===== src/rtl/tas_pkg.sv =====
// rtl/tas_pkg.sv - shared types and constants for the TAS serial transmit path
package tas_pkg;
  typedef enum logic [1:0] {TX_IDLE, TX_SHIFT, TX_GAP} tx_state_t;
  localparam int BYTE_W  = 8;
  localparam int MIN_GAP = 2;
endpackage


===== src/rtl/tas_serial_tx_if.sv =====
// rtl/tas_serial_tx_if.sv - parallel byte input and serial link output bundle
interface tas_serial_tx_if #(parameter int DEPTH = 4);
  import tas_pkg::*;
  logic [BYTE_W-1:0]      in_data;
  logic                   in_valid;
  logic                   in_ready;
  logic                   serial_data;
  logic                   data_ena;
  logic                   tx_done;
  logic                   busy;
  logic [$clog2(DEPTH):0] fifo_count;

  modport master (output in_data, in_valid,
                  input  in_ready, serial_data, data_ena, tx_done, busy, fifo_count);
  modport slave  (input  in_data, in_valid,
                  output in_ready, serial_data, data_ena, tx_done, busy, fifo_count);
endinterface


===== src/rtl/tas_tx_fifo.sv =====
// rtl/tas_tx_fifo.sv - byte FIFO; pushes when full and pops when empty are dropped
module tas_tx_fifo
  import tas_pkg::*;
#(
  parameter int DEPTH = 4,
  parameter int WIDTH = BYTE_W
) (
  input  logic                   clk,
  input  logic                   rst,
  input  logic                   push,
  input  logic                   pop,
  input  logic [WIDTH-1:0]       din,
  output logic [WIDTH-1:0]       dout,
  output logic [$clog2(DEPTH):0] count,
  output logic                   full,
  output logic                   empty
);
  localparam int AW = $clog2(DEPTH);
  localparam int CW = AW + 1;

  logic [WIDTH-1:0] mem [DEPTH];
  logic [AW-1:0]    wr_ptr;
  logic [AW-1:0]    rd_ptr;
  logic             push_ok;
  logic             pop_ok;

  assign full    = (count == CW'(DEPTH));
  assign empty   = (count == '0);
  assign push_ok = push & ~full;
  assign pop_ok  = pop & ~empty;
  assign dout    = mem[rd_ptr];

  always_ff @(posedge clk) begin
    if (push_ok) mem[wr_ptr] <= din;
  end

  // Power-of-two depth lets the pointers wrap by natural overflow.
  always_ff @(posedge clk or posedge rst) begin
    if (rst) begin
      wr_ptr <= '0;
      rd_ptr <= '0;
      count  <= '0;
    end else begin
      if (push_ok) wr_ptr <= wr_ptr + 1'b1;
      if (pop_ok)  rd_ptr <= rd_ptr + 1'b1;
      case ({push_ok, pop_ok})
        2'b10:   count <= count + 1'b1;
        2'b01:   count <= count - 1'b1;
        default: count <= count;
      endcase
    end
  end
endmodule


===== src/rtl/tas_serial_tx.sv =====
// rtl/tas_serial_tx.sv - TAS link transmitter: FIFO-buffered bytes sent LSB-first
// as 8-cycle data_ena bursts separated by a fixed idle gap.
module tas_serial_tx
  import tas_pkg::*;
#(
  parameter int DEPTH = 4,
  parameter int GAP   = MIN_GAP
) (
  input logic            clk_50,
  input logic            reset,
  tas_serial_tx_if.slave bus
);
  localparam int GAP_W = $clog2(GAP + 1);

  tx_state_t              state;
  logic [BYTE_W-1:0]      shift_reg;
  logic [2:0]             bit_cnt;
  logic [GAP_W-1:0]       gap_cnt;
  logic                   avail;
  logic                   sd_q;
  logic                   de_q;
  logic                   done_q;
  logic                   fifo_pop;
  logic [BYTE_W-1:0]      fifo_dout;
  logic                   fifo_full;
  logic                   fifo_empty;
  logic [$clog2(DEPTH):0] fifo_cnt;

  tas_tx_fifo #(.DEPTH(DEPTH), .WIDTH(BYTE_W)) u_fifo (
    .clk   (clk_50),
    .rst   (reset),
    .push  (bus.in_valid),
    .pop   (fifo_pop),
    .din   (bus.in_data),
    .dout  (fifo_dout),
    .count (fifo_cnt),
    .full  (fifo_full),
    .empty (fifo_empty)
  );

  // avail delays the idle start by one edge so a fresh byte is written before it is read.
  always_comb begin
    fifo_pop = 1'b0;
    if (state == TX_IDLE && avail && !fifo_empty) fifo_pop = 1'b1;
    if (state == TX_GAP && gap_cnt == GAP_W'(GAP) && !fifo_empty) fifo_pop = 1'b1;
  end

  always_ff @(posedge clk_50 or posedge reset) begin
    if (reset) begin
      state     <= TX_IDLE;
      shift_reg <= '0;
      bit_cnt   <= '0;
      gap_cnt   <= '0;
      avail     <= 1'b0;
      sd_q      <= 1'b0;
      de_q      <= 1'b0;
      done_q    <= 1'b0;
    end else begin
      avail  <= ~fifo_empty;
      done_q <= 1'b0;
      case (state)
        TX_IDLE: begin
          if (fifo_pop) begin
            state     <= TX_SHIFT;
            shift_reg <= fifo_dout >> 1;
            sd_q      <= fifo_dout[0];
            de_q      <= 1'b1;
            bit_cnt   <= '0;
          end
        end
        TX_SHIFT: begin
          if (bit_cnt == 3'd7) begin
            state   <= TX_GAP;
            de_q    <= 1'b0;
            sd_q    <= 1'b0;
            done_q  <= 1'b1;
            gap_cnt <= GAP_W'(1);
          end else begin
            sd_q      <= shift_reg[0];
            shift_reg <= shift_reg >> 1;
            bit_cnt   <= bit_cnt + 3'd1;
          end
        end
        TX_GAP: begin
          if (gap_cnt == GAP_W'(GAP)) begin
            if (fifo_pop) begin
              state     <= TX_SHIFT;
              shift_reg <= fifo_dout >> 1;
              sd_q      <= fifo_dout[0];
              de_q      <= 1'b1;
              bit_cnt   <= '0;
            end else begin
              state <= TX_IDLE;
            end
          end else begin
            gap_cnt <= gap_cnt + 1'b1;
          end
        end
        default: state <= TX_IDLE;
      endcase
    end
  end

  assign bus.in_ready    = ~fifo_full;
  assign bus.fifo_count  = fifo_cnt;
  assign bus.busy        = (state != TX_IDLE) | ~fifo_empty;
  assign bus.serial_data = sd_q;
  assign bus.data_ena    = de_q;
  assign bus.tx_done     = done_q;
endmodule


===== src/flat_wrapper.sv =====
// flat-port wrapper written by rule: the top's interface ports become plain ports
module tas_serial_tx_flat import tas_pkg::*;
#(
  parameter int DEPTH = 4,
  parameter int GAP   = MIN_GAP
)
  (clk_50, reset, bus_in_data, bus_in_valid, bus_in_ready, bus_serial_data, bus_data_ena, bus_tx_done, bus_busy, bus_fifo_count);
  tas_serial_tx_if #(.DEPTH(DEPTH)) bus_i ();
  input logic clk_50;
  input logic reset;
  input wire logic [$bits(bus_i.in_data)-1:0] bus_in_data;
  input wire logic [$bits(bus_i.in_valid)-1:0] bus_in_valid;
  output wire logic [$bits(bus_i.in_ready)-1:0] bus_in_ready;
  output wire logic [$bits(bus_i.serial_data)-1:0] bus_serial_data;
  output wire logic [$bits(bus_i.data_ena)-1:0] bus_data_ena;
  output wire logic [$bits(bus_i.tx_done)-1:0] bus_tx_done;
  output wire logic [$bits(bus_i.busy)-1:0] bus_busy;
  output wire logic [$bits(bus_i.fifo_count)-1:0] bus_fifo_count;
  assign bus_i.in_data = bus_in_data;
  assign bus_i.in_valid = bus_in_valid;
  assign bus_in_ready = bus_i.in_ready;
  assign bus_serial_data = bus_i.serial_data;
  assign bus_data_ena = bus_i.data_ena;
  assign bus_tx_done = bus_i.tx_done;
  assign bus_busy = bus_i.busy;
  assign bus_fifo_count = bus_i.fifo_count;
  tas_serial_tx #(.DEPTH(DEPTH), .GAP(GAP)) u_core (.clk_50(clk_50), .reset(reset), .bus(bus_i));
endmodule

===== config.mk =====
export PLATFORM = sky130hd
export DESIGN_NAME = tas_serial_tx_flat
export DESIGN_NICKNAME = d
export VERILOG_FILES = /design/src/rtl/tas_pkg.sv /design/src/rtl/tas_serial_tx_if.sv /design/src/rtl/tas_tx_fifo.sv /design/src/rtl/tas_serial_tx.sv /design/src/flat_wrapper.sv
export SDC_FILE = /design/constraint.sdc
export NUM_CORES = 1
export LEC_CHECK = 0
export BUFFER_PORTS_ARGS = -buffer_cell sky130_fd_sc_hd__buf_2
export CAP_MARGIN = 20
export CORE_MARGIN = 4
export CORE_UTILIZATION = 30
export DETAILED_ROUTE_END_ITERATION = 8
export GPL_TIMING_DRIVEN = 0
export HOLD_SLACK_MARGIN = 0.1
export SLEW_MARGIN = 20
export SYNTH_ARGS = -nofsm -noshare
export SYNTH_HDL_FRONTEND = slang
export SYNTH_SLANG_ARGS = --single-unit

===== constraint.sdc =====
create_clock -name clk_50 -period 2.52 [get_ports clk_50]
set_input_delay 0.378 -clock clk_50 [delete_from_list [all_inputs] [get_ports clk_50]]
set_output_delay 0.378 -clock clk_50 [all_outputs]
set_load 0.01 [all_outputs]

==> metrics <==
Avg Inst Size Synth 16.72 sq um; initial antenna violation count 0; CTS tree done; DR DRC count 0; Starting Density 31.31%; LEAKAGE 1.193 nW; total congestion overflow 0; DR iter-0 viols 44; switching share of power 29.45%; PortBufs 18; Layout area overhead 20.47%; sequence of cells on the critical path inv_1 -> ha_1 -> mux2i_1 -> nor3_2 -> ha_1 -> fa_1 -> mux2_2; pwr dens 1277 nW/um^2; CP startpoint kind flop; drt pass-1 iters 5; CP Class flop to flop; Flop pwr share 37.6%; clock skew 7.609 ps; Final Hold Viols 0; maximum VDD drop 0.6284 mV; Rel. slew slack 69.34%; max reg flops 32; Gate power share 35.4%; mapped cell area 2457 sq um; largest net degree at the start of global routing 26; CP max stage cell fa_1; global-route wire length before repair 6437 microns; Mapped Cells 147; DRT antenna net count 0; Die Height 98.51 microns; internal power 2.666 mW; status finished, final reports clean; post-route minimum period 2259 ps; Clock Tree Root clkbuf_8; WL final 3855 microns; fin nets 198; synthesis-stage register bit count 57; Max clock buf depth 2; maximum fanout along the worst path 5; Tightest Hold Check Type primary input to flop; Slew @ Worst Pin 459.9 ps; unrepaired setup endpoints after global routing no; clock network power share 26.9%; MaxCap Viol Count 0; CTS sink cnt 57; die area 9703 sq um; Setup TNS 0 ps; Worst EP arrival 2470 ps; # setup viols final 0; Worst Path Required 2730 ps; Via density 4.470; DP Cell Count 267; Post-Layout Cell Count 285; vias in the first global route 1,316; filler instances 785; synth unique cells 35; Max Slew Vio Count 0; Final HPWL DP 2539 microns; Ports 19; share of layout cells above drive strength 1 35.52%; final RePlAce weighted congestion 0.6975; synthesis warning total 0; Routed WL per cell 13.53 microns; syn nets 167; switching pwr 1.113 mW; clock-pin transition on the worst setup and hold timing paths 70 ps; sequential share of the synthesized area 64.56%; area of the core 7848 sq um; Crit path largest cell delay 420 ps; cell mode on critical path ha_1; FMAX 0.4428 GHz; Final Cycle Share 89.63%; clock buffer count from CTS 9; GRT Total Usage 8.744%; die width 98.51 microns; H-tree lvl count 3; critical path capture point type flop; via count 1,274; Worst-Skew Late Latency 320 ps; number of inserted diodes 0; Rows 32
[layout by cell type (no fill, tap or decap), types with 3 or more instances in the layout]
cell type / n
nor2_1: 5
dfrtp_1: 25
inv_1: 9
mux4_2: 6
mux2_4: 6
xor2_1: 3
ha_1: 8
o21ai_0: 4
o2bb2ai_1: 3
edfxtp_1: 32
buf_2: 19
bufinv_16: 3
and3_1: 4
nand2_1: 3
mux2_2: 8
xnor2_1: 3
clkbuf_8: 9
[worst max-delay path: cells and delay by family (launching register included)]
kind	cells	cell delay, ps
flip-flops	1	400
buffers and inverters	1	60
multiplexers	2	420
adder cells (fa/ha/maj)	3	890
AND/OR/NAND/NOR	1	380
[cells by family after synthesis]
family	count (synthesis)	share of synthesized area (%)
muxes	23	15.38
DFF	57	64.56
adders and majority gates	9	4.888
AOI/OAI and AO/OA	13	3.972
and+or+nand+nor	23	5.601
buffers and inverters	16	3.462
xor gates and xnor gates	6	2.139
[synth_stat cells]
cell	instances	share of area (%)
edfxtp_1	32	39
dfrtp_1	25	25
inv_1	10	1.5
ha_1	8	4.1
mux2_2	8	3.7
mux2_4	6	3.7
mux4_2	6	5.5
nor2_1	5	0.76
and3_1	4	1.0
o21ai_0	4	0.81
nand2_1	3	0.46
o2bb2ai_1	3	1.1
xnor2_1	3	1.1
xor2_1	3	1.1
a21oi_1	2	0.41
buf_4	2	0.61
buf_6	2	0.92
mux4_1	2	2.1
nand2b_1	2	0.51
or3_1	2	0.51
a311oi_1	1	0.36
and2_1	1	0.25
buf_2	1	0.20
clkbuf_2	1	0.20
fa_1	1	0.81
mux2i_1	1	0.41
nor3_1	1	0.20
nor3_2	1	0.41
nor4b_1	1	0.36
o211ai_1	1	0.31
o221ai_1	1	0.36
o32ai_2	1	0.66
or3b_1	1	0.36
or3b_2	1	0.36
or4b_1	1	0.41
[cell type report]
cell class              count  area, sq um  share of cell area (%)
well taps                 102        127.6                   4.311
plain buffers               6        47.55                   1.606
inverters                  10        37.54                   1.268
clock inverters             7        118.9                   4.015
flip-flops and latches     57         1587                   53.59
multi-input cells          74        790.8                   26.71
clock buffers               9        123.9                   4.184
repair buffers             20        127.6                   4.311
[through the flow]
stage | instance area [sq um] | util, % | setup WS [ps] | power [mW] | hold WS, ps
6_report | 2960 | 37.72 | 261.4 | 3.779 | 261.6
3_5_place_dp | 2675 | 34.09 | 4.189 | 2.800 | 488.6
5_1_grt | 2960 | 37.72 | 40.31 | 4.042 | 247.4
4_1_cts | 2923 | 37.24 | 251.9 | 3.849 | 240.7
3_3_place_gp | 2675 | 34.09 | 7.182 | 2.771 | 489.2
2_1_floorplan | 2457 | - | 332.1 | 2.489 | 405.3
[timing repair]
action                                  CTS  global route
hold buffers                              0             1
buffers inserted                          0             0
resized for setup                         1             0
hold endpoints to repair                  0             6
endpoints found under the setup margin    1             0
[path summary, 6_finish.rpt]
path                                                  from                                 end  slack, ps  depth (start not counted)
min reg2reg                u_core.shift_reg[0]$_DFFE_PP0P_     u_core.shift_reg[0]$_DFFE_PP0P_        510                          1
max                          u_core.gap_cnt[0]$_DFFE_PP0P_  u_core.u_fifo.count[1]$_DFFE_PP0P_        260                          7
max in group asynchronous                            reset     u_core.shift_reg[5]$_DFFE_PP0P_       1640                          4
min in group asynchronous                            reset  u_core.u_fifo.count[0]$_DFFE_PP0P_        510                          3
max reg2reg                  u_core.gap_cnt[0]$_DFFE_PP0P_  u_core.u_fifo.count[1]$_DFFE_PP0P_        260                          7
min                                         bus_in_data[2]   u_core.u_fifo.mem[2][2]$_DFFE_PP_        260                          1
[per-layer routing]
| layer | vias up | global-route usage, % | part of all wire, % | wire length, microns |
|---|---|---|---|---|
| met2 | 16 | 13.73 | 51 | 1968 |
| met5 | - | 0 | 0 | 0 |
| met1 | 640 | 10.60 | 45 | 1740 |
| li1 | 616 | - | - | - |
| met3 | 2 | 2.972 | 3.1 | 120 |
| met4 | 0 | 4.727 | 0.65 | 25 |
[power by group through the flow]
stage	sequential (mW)	combinational, mW	clock (mW)
6_report	1.42	1.34	1.02
5_1_grt	1.46	1.49	1.09
4_1_cts	1.43	1.37	1.05
3_5_place_dp	1.44	1.36	0
3_3_place_gp	1.44	1.33	0
2_1_floorplan	1.43	1.05	0
No activity file was read; power rests on OpenSTA's default activity.
